==> src/rtl/stack_mem_responder_if.sv <==
// Controller <-> memory responder bus.
//   cs         : chip select, active-low
//   we         : 1 = write, 0 = read (qualified by cs = 0)
//   address    : word address
//   data_in    : write data
//   data_out   : registered read data
//   data_valid : one-cycle pulse marking fresh read data
//   busy       : high while the post-reset clear sweep runs
interface stack_mem_responder_if #(
   parameter int unsigned ADDR_WIDTH = 7,
   parameter int unsigned DATA_WIDTH = 8
);
   logic                  cs;
   logic                  we;
   logic [ADDR_WIDTH-1:0] address;
   logic [DATA_WIDTH-1:0] data_in;
   logic [DATA_WIDTH-1:0] data_out;
   logic                  data_valid;
   logic                  busy;

   modport master (
      output cs, we, address, data_in,
      input  data_out, data_valid, busy
   );

   modport slave (
      input  cs, we, address, data_in,
      output data_out, data_valid, busy
   );
endinterface

==> src/rtl/stack_mem_responder.sv <==
// Memory-side responder for the stack calculator controller bus.
// 2**ADDR_WIDTH x DATA_WIDTH synchronous store with a registered one-cycle
// read path. Every reset starts a clear sweep that writes CLEAR_VALUE to all
// locations; requests are ignored while busy is high.
//   clk     : single clock, rising edge
//   reset_n : asynchronous active-low reset
//   bus     : slave side of stack_mem_responder_if
module stack_mem_responder #(
   parameter int unsigned          ADDR_WIDTH  = 7,
   parameter int unsigned          DATA_WIDTH  = 8,
   parameter logic [DATA_WIDTH-1:0] CLEAR_VALUE = '0
) (
   input  logic                  clk,
   input  logic                  reset_n,
   stack_mem_responder_if.slave  bus
);

   localparam int unsigned DEPTH = 1 << ADDR_WIDTH;

   typedef enum logic [0:0] {
      CLEAR = 1'b0,
      READY = 1'b1
   } state_t;

   state_t                state;
   logic [ADDR_WIDTH-1:0] ptr;
   logic [DATA_WIDTH-1:0] data_out_q;
   logic                  data_valid_q;
   logic                  busy_q;

   logic [DATA_WIDTH-1:0] mem [DEPTH];

   logic                  mem_we_c;
   logic [ADDR_WIDTH-1:0] mem_addr_c;
   logic [DATA_WIDTH-1:0] mem_wdata_c;

   // Single write port shared by the clear sweep and controller writes.
   always_comb begin
      mem_we_c    = 1'b0;
      mem_addr_c  = '0;
      mem_wdata_c = '0;
      if (state == CLEAR) begin
         mem_we_c    = 1'b1;
         mem_addr_c  = ptr;
         mem_wdata_c = CLEAR_VALUE;
      end else if (!bus.cs && bus.we) begin
         mem_we_c    = 1'b1;
         mem_addr_c  = bus.address;
         mem_wdata_c = bus.data_in;
      end
   end

   // Storage is not reset; the sweep clears it. No writes while in reset.
   always_ff @(posedge clk) begin
      if (mem_we_c && reset_n) begin
         mem[mem_addr_c] <= mem_wdata_c;
      end
   end

   // Control FSM with registered read data, valid pulse and busy flag.
   always_ff @(posedge clk or negedge reset_n) begin
      if (!reset_n) begin
         state        <= CLEAR;
         ptr          <= '0;
         data_out_q   <= '0;
         data_valid_q <= 1'b0;
         busy_q       <= 1'b1;
      end else begin
         data_valid_q <= 1'b0;
         case (state)
            CLEAR: begin
               ptr <= ptr + ADDR_WIDTH'(1);
               if (ptr == ADDR_WIDTH'(DEPTH - 1)) begin
                  state  <= READY;
                  busy_q <= 1'b0;
               end
            end
            READY: begin
               // Writes land in the store on this edge, so a read on the
               // next edge sees them without any bypass path.
               if (!bus.cs && !bus.we) begin
                  data_out_q   <= mem[bus.address];
                  data_valid_q <= 1'b1;
               end
            end
            default: begin
               state  <= CLEAR;
               ptr    <= '0;
               busy_q <= 1'b1;
            end
         endcase
      end
   end

   assign bus.data_out   = data_out_q;
   assign bus.data_valid = data_valid_q;
   assign bus.busy       = busy_q;

endmodule

==> src/flat_wrapper.sv <==
// flat-port wrapper written by rule: the top's interface ports become plain ports
module stack_mem_responder_flat 
#(
   parameter int unsigned          ADDR_WIDTH  = 7,
   parameter int unsigned          DATA_WIDTH  = 8,
   parameter logic [DATA_WIDTH-1:0] CLEAR_VALUE = '0
)
  (clk, reset_n, bus_cs, bus_we, bus_address, bus_data_in, bus_data_out, bus_data_valid, bus_busy);
  stack_mem_responder_if #(.ADDR_WIDTH(ADDR_WIDTH), .DATA_WIDTH(DATA_WIDTH)) bus_i ();
  input  logic clk;
  input  logic reset_n;
  input wire logic [$bits(bus_i.cs)-1:0] bus_cs;
  input wire logic [$bits(bus_i.we)-1:0] bus_we;
  input wire logic [$bits(bus_i.address)-1:0] bus_address;
  input wire logic [$bits(bus_i.data_in)-1:0] bus_data_in;
  output wire logic [$bits(bus_i.data_out)-1:0] bus_data_out;
  output wire logic [$bits(bus_i.data_valid)-1:0] bus_data_valid;
  output wire logic [$bits(bus_i.busy)-1:0] bus_busy;
  assign bus_i.cs = bus_cs;
  assign bus_i.we = bus_we;
  assign bus_i.address = bus_address;
  assign bus_i.data_in = bus_data_in;
  assign bus_data_out = bus_i.data_out;
  assign bus_data_valid = bus_i.data_valid;
  assign bus_busy = bus_i.busy;
  stack_mem_responder #(.ADDR_WIDTH(ADDR_WIDTH), .DATA_WIDTH(DATA_WIDTH), .CLEAR_VALUE(CLEAR_VALUE)) u_core (.clk(clk), .reset_n(reset_n), .bus(bus_i));
endmodule
==> config.mk <==
export PLATFORM = sky130hd
export DESIGN_NAME = stack_mem_responder_flat
export DESIGN_NICKNAME = d
export VERILOG_FILES = /design/src/rtl/stack_mem_responder_if.sv /design/src/rtl/stack_mem_responder.sv /design/src/flat_wrapper.sv
export SDC_FILE = /design/constraint.sdc
export NUM_CORES = 1
export LEC_CHECK = 0
export CAP_MARGIN = 30
export CELL_PAD_IN_SITES_DETAIL_PLACEMENT = 1
export CELL_PAD_IN_SITES_GLOBAL_PLACEMENT = 1
export CORE_MARGIN = 8
export CORE_UTILIZATION = 45
export DETAILED_ROUTE_END_ITERATION = 10
export GPL_TIMING_DRIVEN = 0
export MAX_ROUTING_LAYER = met4
export PLACE_DENSITY_LB_ADDON = 0.15
export SLEW_MARGIN = 20
export SYNTH_ARGS = -nofsm -noshare
export SYNTH_HDL_FRONTEND = slang
export SYNTH_SLANG_ARGS = --single-unit
==> constraint.sdc <==
create_clock -name clk -period 4 [get_ports clk]
set_input_delay 0.6 -clock clk [delete_from_list [all_inputs] [get_ports clk]]
set_output_delay 0.6 -clock clk [all_outputs]
set_load 0.02 [all_outputs]
==> run summary <==
Status = finished with violations
Failing checks = setup timing
CP startpoint = bus_address[3]
Crit path capture type = register
H-tree levels = 3
Fraction of registers with async set/reset = 0.0173
Worst Skew = 0.0428 ns
Post-layout instance area = 47100 µm²
Internal = 17.4 mW
WS Path Type = primary input to register
R2R Path End = u_core.mem[36][3]$_DFFE_PP_
Post-DR wirelength/cell = 34.9 µm
Final WS setup = -0.128 ns
Die Ht = 319 µm
Met3 Track Usage GR = 0.0390
Clock latency on the worst-skew pair = 0.71 ns
Core area = 91400 µm²
1st-pass router iterations = 6
Reg-to-reg slack, setup = 0.24 ns
Port bufs = 26
1st-iter DRT viols = 2580
Placed insts = 3399
Syn avg cell area = 19.1 µm²
Ant diodes = 0
Period utilization = 1.03
Most frequent cell on the critical path = nand2_1
Mapped Nets = 2178
Yosys warning count = 0
Grt total ovfl = 0
Vias = 22200
Dpl hpwl = 86800 µm
Minimum clock period = 4.13 ns
Vias in the first global route = 22500
Worst slew margin = 0.298
Worst Path Arrival = 4.42 ns
Antenna-violating nets left = 0
CP delay by family, top = simple AND/OR/NAND/NOR gates
Peak VDD IR = 0.418 mV
Net Switching = 4.67 mW
Sequential fraction of the synthesis area = 0.755
Remaining DRCs = 0
Synth Cell Area = 41300 µm²
Critical Path End = u_core.mem[26][5]$_DFFE_PP_
Fmax achieved = 242 MHz
Slowest-stage cell, CP = nor2_1
Syn Inst Count = 2158
Routability congestion estimate = 0.957
Vias per inst = 6.16
RR Startpoint = u_core.state$_DFF_PN0_
Die Area = 102000 µm²
Yosys cell types = 55
Initial Utilization = 0.452
CP max FO = 10
Share of cells above drive strength 1 = 0.185
CTS buffer count = 106
Path depth of the worst reg2reg path = 6
Clock Power Share = 0.431
Fin Setup TNS = -6.68 ns
Sw Ratio = 0.212
Hold Path Class = primary input to asynchronous set/reset pin
Max-slew violation count = 0
Gr busiest metal = met2
Comb pwr share = 0.034
Tot GR Track Use = 0.249
Met1 usage in global routing = 0.346
Met2 Resource Use GR = 0.379
Die width = 319 µm
Final Hold Vio Count = 0
Layout Area Growth over Synthesis = 14.0%
Layout Nets = 2350
Ports = 29
Global-route wire length before repair = 174000 µm
Seq cells post-synth = 1042
Post-place setup slack = -0.945 ns
PD cells = 469 nW/µm²
Flop pwr share = 0.535
Startpoint types = primary input
Largest net degree at the start of global routing = 71
Number of synthesized flops with an enable pin = 1024
Root buffer cell = clkbuf_16
Cell Count, Final, Fillers Out = 3596
Clk buf depth = 3
Leak = 12.9 nW
Commonest non-fill, non-tap cell in the layout = edfxtp_1
Buf/Inv on CP = 3
Max-cap violations = 0
Worst path cell trace = clkdlybuf4s50_1 -> clkbuf_1 -> nand2_1 -> clkbuf_8 -> o21ai_0 -> nand2_1 -> nor2_1
Placed Area = 43600 µm²
DRT Wirelength = 125000 µm
# setup viols final = 161
Clock sinks = 1042
Clk slew on worst S/H paths = 0.07 ns
Most frequent cells in the layout = 1024 x edfxtp_1, 276 x mux2i_1, 144 x a22oi_1
RSZ-0062 raised after global routing = true
Antenna violations before repair = 3
Req. time, crit path = 4.29 ns
Worst-margin pin slew = 1.05 ns
Crit path depth = 7
Slowest stage delay, CP = 0.78 ns
Ys flop type = edfxtp_1
CTS tree = done
Rows = 111
-- cell usage after synthesis, types with 16 or more instances --
| cell | instances | area share |
|---|---|---|
| edfxtp_1 | 1024 | 0.74 |
| mux2i_1 | 276 | 0.067 |
| nor2_1 | 150 | 0.014 |
| a22oi_1 | 144 | 0.026 |
| mux4_2 | 116 | 0.063 |
| a21oi_1 | 75 | 0.0091 |
| clkbuf_1 | 45 | 0.0041 |
| nand2_1 | 37 | 0.0034 |
| buf_6 | 24 | 0.0065 |
| o22ai_1 | 22 | 0.0033 |
| buf_2 | 19 | 0.0023 |
| dfrtp_1 | 17 | 0.010 |
| a22o_1 | 16 | 0.0034 |
-- what timing repair did --
action | in CTS | in global routing
hold buffers | 0 | 1
endpoints found under the setup margin | 54 | 403
endpoints found under the hold margin | 0 | 6
buffers inserted | 0 | 0
gates resized for setup | 6 | 42
-- sequential cells by signal, indices dropped and copies added, names as in the netlist --
signal / cells
u_core.ptr: 7
u_core.bus.data_out: 8
u_core.bus.busy: 1
u_core.bus.data_valid: 1
u_core.state: 1
u_core.mem: 1024
-- power groups by stage --
stage | sequential (mW) | clock (mW) | combinational (mW)
after floorplan | 12.0 | 0 | 0.417
after global placement | 12.0 | 0 | 0.730
after detailed placement | 12.0 | 0 | 0.739
after CTS | 11.8 | 9.64 | 0.742
after global routing | 11.8 | 9.98 | 0.761
final | 11.8 | 9.52 | 0.748
-- routing by layer --
metal | vias to the layer above | routed length [µm]
li1 | 9166 | -
met5 | - | 0
met1 | 11900 | 54700
met2 | 907 | 57800
met3 | 184 | 9000
met4 | 0 | 3860
-- worst min path at each step --
stage	slack, ns	endpoint	start
5_1_grt	0.09	u_core.bus.busy$_DFFE_PN1P_	reset_n
3_3_place_gp	0.48	u_core.ptr[0]$_DFFE_PN0N_	u_core.ptr[0]$_DFFE_PN0N_
6_report	0.11	u_core.ptr[3]$_DFFE_PN0N_	reset_n
4_1_cts	0.18	u_core.bus.data_valid$_DFF_PN0_	reset_n
3_5_place_dp	0.49	u_core.bus.busy$_DFFE_PN1P_	u_core.bus.busy$_DFFE_PN1P_
2_1_floorplan	0.30	u_core.bus.data_out[0]$_DFFE_PN0P_	reset_n
-- area by class of cell --
class,instances,area (µm²)
plain buffers,125,1040
flip-flops and latches,1042,31200
repair buffers,64,830
well taps,1186,1480
clock buffers,142,2830
inverters,6,22.5
multi-input cells,985,9210
clock inverters,46,469
fillers,8229,44300
-- cells by family (layout without fill, tap and decap cells) --
kind of cell             Yosys count  count (layout)  share of synthesized area
buffers and inverters            131             383                     0.0257
multiplexers                     397             397                      0.133
flip-flops                      1042            1042                      0.755
AO/OA/AOI/OAI                    315             315                     0.0546
AND/OR/NAND/NOR                  266             266                     0.0298
XOR/XNOR                           6               6                    0.00127
adder cells (fa/ha/maj)            1               1                   0.000303
-- metrics by stage --
step           total power [mW]  hold slack, ns  utilization
6_report                   22.1           0.106        0.515
5_1_grt                    22.5          0.0927        0.515
4_1_cts                    22.2           0.177        0.513
3_5_place_dp               12.8           0.485        0.477
3_3_place_gp               12.8           0.480        0.471
2_1_floorplan              12.5           0.304            -
Power figures use the tool's default switching activity.
==> RTL edit (config.mk and constraints unchanged) <==
`ADDR_WIDTH` is set to 7 in 3 places; all go to 8.
--- a/src/rtl/stack_mem_responder_if.sv
+++ b/src/rtl/stack_mem_responder_if.sv
@@ -7,7 +7,7 @@
 //   data_valid : one-cycle pulse marking fresh read data
 //   busy       : high while the post-reset clear sweep runs
 interface stack_mem_responder_if #(
-   parameter int unsigned ADDR_WIDTH = 7,
+   parameter int unsigned ADDR_WIDTH = 8,
    parameter int unsigned DATA_WIDTH = 8
 );
    logic                  cs;
--- a/src/rtl/stack_mem_responder.sv
+++ b/src/rtl/stack_mem_responder.sv
@@ -6,7 +6,7 @@
 //   reset_n : asynchronous active-low reset
 //   bus     : slave side of stack_mem_responder_if
 module stack_mem_responder #(
-   parameter int unsigned          ADDR_WIDTH  = 7,
+   parameter int unsigned          ADDR_WIDTH  = 8,
    parameter int unsigned          DATA_WIDTH  = 8,
    parameter logic [DATA_WIDTH-1:0] CLEAR_VALUE = '0
 ) (
--- a/src/flat_wrapper.sv
+++ b/src/flat_wrapper.sv
@@ -1,7 +1,7 @@
 // flat-port wrapper written by rule: the top's interface ports become plain ports
 module stack_mem_responder_flat 
 #(
-   parameter int unsigned          ADDR_WIDTH  = 7,
+   parameter int unsigned          ADDR_WIDTH  = 8,
    parameter int unsigned          DATA_WIDTH  = 8,
    parameter logic [DATA_WIDTH-1:0] CLEAR_VALUE = '0
 )
Ports: changed (resized bus_address); port bits go from 29 to 30. The function was not compared with the original's and may differ.
==> RTL edit against the unedited design <==
- the flow still finishes with violations (negative setup slack)
- synthesized area increased by 95%
- wire length is 110% higher
- die area grew 89%
- combinational power up 78%
- count of clock-buffer cells in the layout is 100 higher
- worst setup slack better by 0.11 ns
- design area rose by 97%
- non-clock buffer count grew 181
- sequential cell count up 1025
- clock skew up 0.0015 ns
- first-iteration DRC count up 140%
- total power is 100% higher
- critical path type unchanged
- critical endpoint is now u_core.mem[52][0]$_DFFE_PP_
- largest cell class unchanged
==> RTL edit: results (changes against the unedited design) <==
| Metric | Value |
|---|---|
| Area of all placed cells without fillers | `92,980 µm² (was 47,090 µm²)` |
| Cell family with most CP delay | `buffers and inverters (was simple AND/OR/NAND/NOR gates)` |
| Largest net degree at the start of global routing | `72 (was 71)` |
| Post-synth EDFFs | `2,048 (was 1,024)` |
| Pre-CTS setup slack | `-1.575 ns (was -0.9450 ns)` |
| Worst Max-Slew Pin Slew | `1.126 ns (was 1.053 ns)` |
| Failing checks | `negative setup slack (unchanged)` |
| Post-CTS Resized | `109 (was 6)` |
| Layout cells sized above 1 | `26.19% (was 18.51%)` |
| Largest stage delay, worst path | `0.86 ns (was 0.78 ns)` |
| Final Setup Violations | `8 (was 161)` |
| Post-Route WL | `268,600 µm (was 125,400 µm)` |
| Area contributors post-synth | `edfxtp_1 (76%), mux4_2 (11%), mux2i_1 (3.7%) (was edfxtp_1 (74%), mux2i_1 (6.7%), mux4_2 (6.3%))` |
| Post-synthesis cell type count | `57 (was 55)` |
| Clock skew | `0.04427 ns (was 0.04277 ns)` |
| Initial antenna violation count | `18 (was 3)` |
| Met1 usage | `37.73% (was 34.57%)` |
| XOR/XNOR share of the synthesized area | `0.07611% (was 0.1272%)` |
| Outcome | `complete, but fails checks (unchanged)` |
| Psw | `9.546 mW (was 4.670 mW)` |
| Clk_lat worst skew | `0.86 ns (was 0.71 ns)` |
| Fill cell count | `15,570 (was 8,229)` |
| CP max-delay cell | `buf_2 (was nor2_1)` |
| GRT Total Usage | `28.23% (was 24.86%)` |
| Async set-or-reset flop fraction in the synthesized netlist | `0.9192% (was 1.727%)` |
| Fmax | `0.2490 GHz (was 0.2423 GHz)` |
| Drt first-iter violations | `6,146 (was 2,580)` |
| Cell Area, Placed | `85,440 µm² (was 43,590 µm²)` |
| Synth Instances | `3,909 (was 2,158)` |
| Largest register FFs | `2,048 (was 1,024)` |
| # hold bufs at CTS | `1 (was 0)` |
| Vias post-DR | `43,360 (was 22,160)` |
| Worst vdd rail ir drop | `0.4580 mV (was 0.4179 mV)` |
| Register area share after synthesis | `76.94% (was 75.53%)` |
| Mux contribution to synthesized area | `15.14% (was 13.29%)` |
| Worst setup margin | `-0.01566 ns (was -0.1276 ns)` |
| Met2 Use GR | `42.84% (was 37.91%)` |
| CTS H-tree lvls | `4 (was 3)` |
RTL edit: cell count changes after synthesis, moves of 57 or more:
| cell | unedited run | this run |
|---|---|---|
| a21oi_1 | 75 | 18 |
| edfxtp_1 | 1024 | 2048 |
| nor2_1 | 150 | 288 |
| a22oi_1 | 144 | 75 |
| mux4_2 | 116 | 404 |
| o221ai_1 | 0 | 72 |
RTL edit: per-layer routing:
layer  up-vias  share of wire, %
met5         -                 0
met4         0               4.4
met3       469               8.4
met2      2272                47
met1     23580                40
li1      17040                 -
RTL edit: through the flow:
| stage | TNS (ns) | hold WS [ns] |
|---|---|---|
| 6_report | -0.09802 | 0.3321 |
| 5_1_grt | 0 | 0.3413 |
| 4_1_cts | -1.813 | 0.2639 |
| 3_5_place_dp | -1942.81 | 0.4877 |
| 3_3_place_gp | - | 0.4826 |
| 2_1_floorplan | 0 | 0.3044 |
RTL edit: path summary, 6_finish.rpt:
check / slack (ns) / cells past startpoint / from / endpoint
worst max-delay path: -0.02 / 11 / bus_address[0] / u_core.mem[52][0]$_DFFE_PP_
worst min-delay path: 0.33 / 2 / reset_n / u_core.state$_DFF_PN0_
worst max register to register: 0.02 / 8 / u_core.state$_DFF_PN0_ / u_core.mem[77][6]$_DFFE_PP_
worst min register to register: 0.50 / 1 / u_core.ptr[2]$_DFFE_PN0N_ / u_core.ptr[2]$_DFFE_PN0N_
max in group asynchronous: 3.23 / 2 / reset_n / u_core.bus.data_out[0]$_DFFE_PN0P_
min in group clk: 0.50 / 1 / u_core.ptr[2]$_DFFE_PN0N_ / u_core.ptr[2]$_DFFE_PN0N_
RTL edit: logic make-up (layout without fill, tap and decap cells):
| kind of cell | Yosys count | count (layout) |
|---|---|---|
| buffers and inverters | 240 | 761 |
| xor gates and xnor gates | 7 | 7 |
| muxes | 712 | 712 |
| adders and majority gates | 1 | 1 |
| other | 0 | 19 |
| AOI/OAI and AO/OA | 370 | 370 |
| DFF | 2067 | 2067 |
| and+or+nand+nor | 512 | 512 |
RTL edit: power by group through the flow:
| stage | sequential (mW) | combinational [mW] | clock [mW] |
|---|---|---|---|
| final | 23.4 | 1.33 | 19.7 |
| after global placement | 23.9 | 1.26 | 0 |
| after floorplan | 23.9 | 0.665 | 0 |
| after detailed placement | 23.9 | 1.30 | 0 |
| after global routing | 23.4 | 1.34 | 20.5 |
| after CTS | 23.4 | 1.31 | 19.9 |
RTL edit: cell type report:
class                      count  share of cell area [%]
clock buffer                 242                   5.827
sequential                  2067                   66.66
buffer                       235                   1.330
multi-input combinational   1602                   19.35
antenna                       19                 0.05114
clock inverter               146                   1.506
inverter                       3                 0.01211
tap                         2355                   3.169
timing repair buffer         135                   2.095
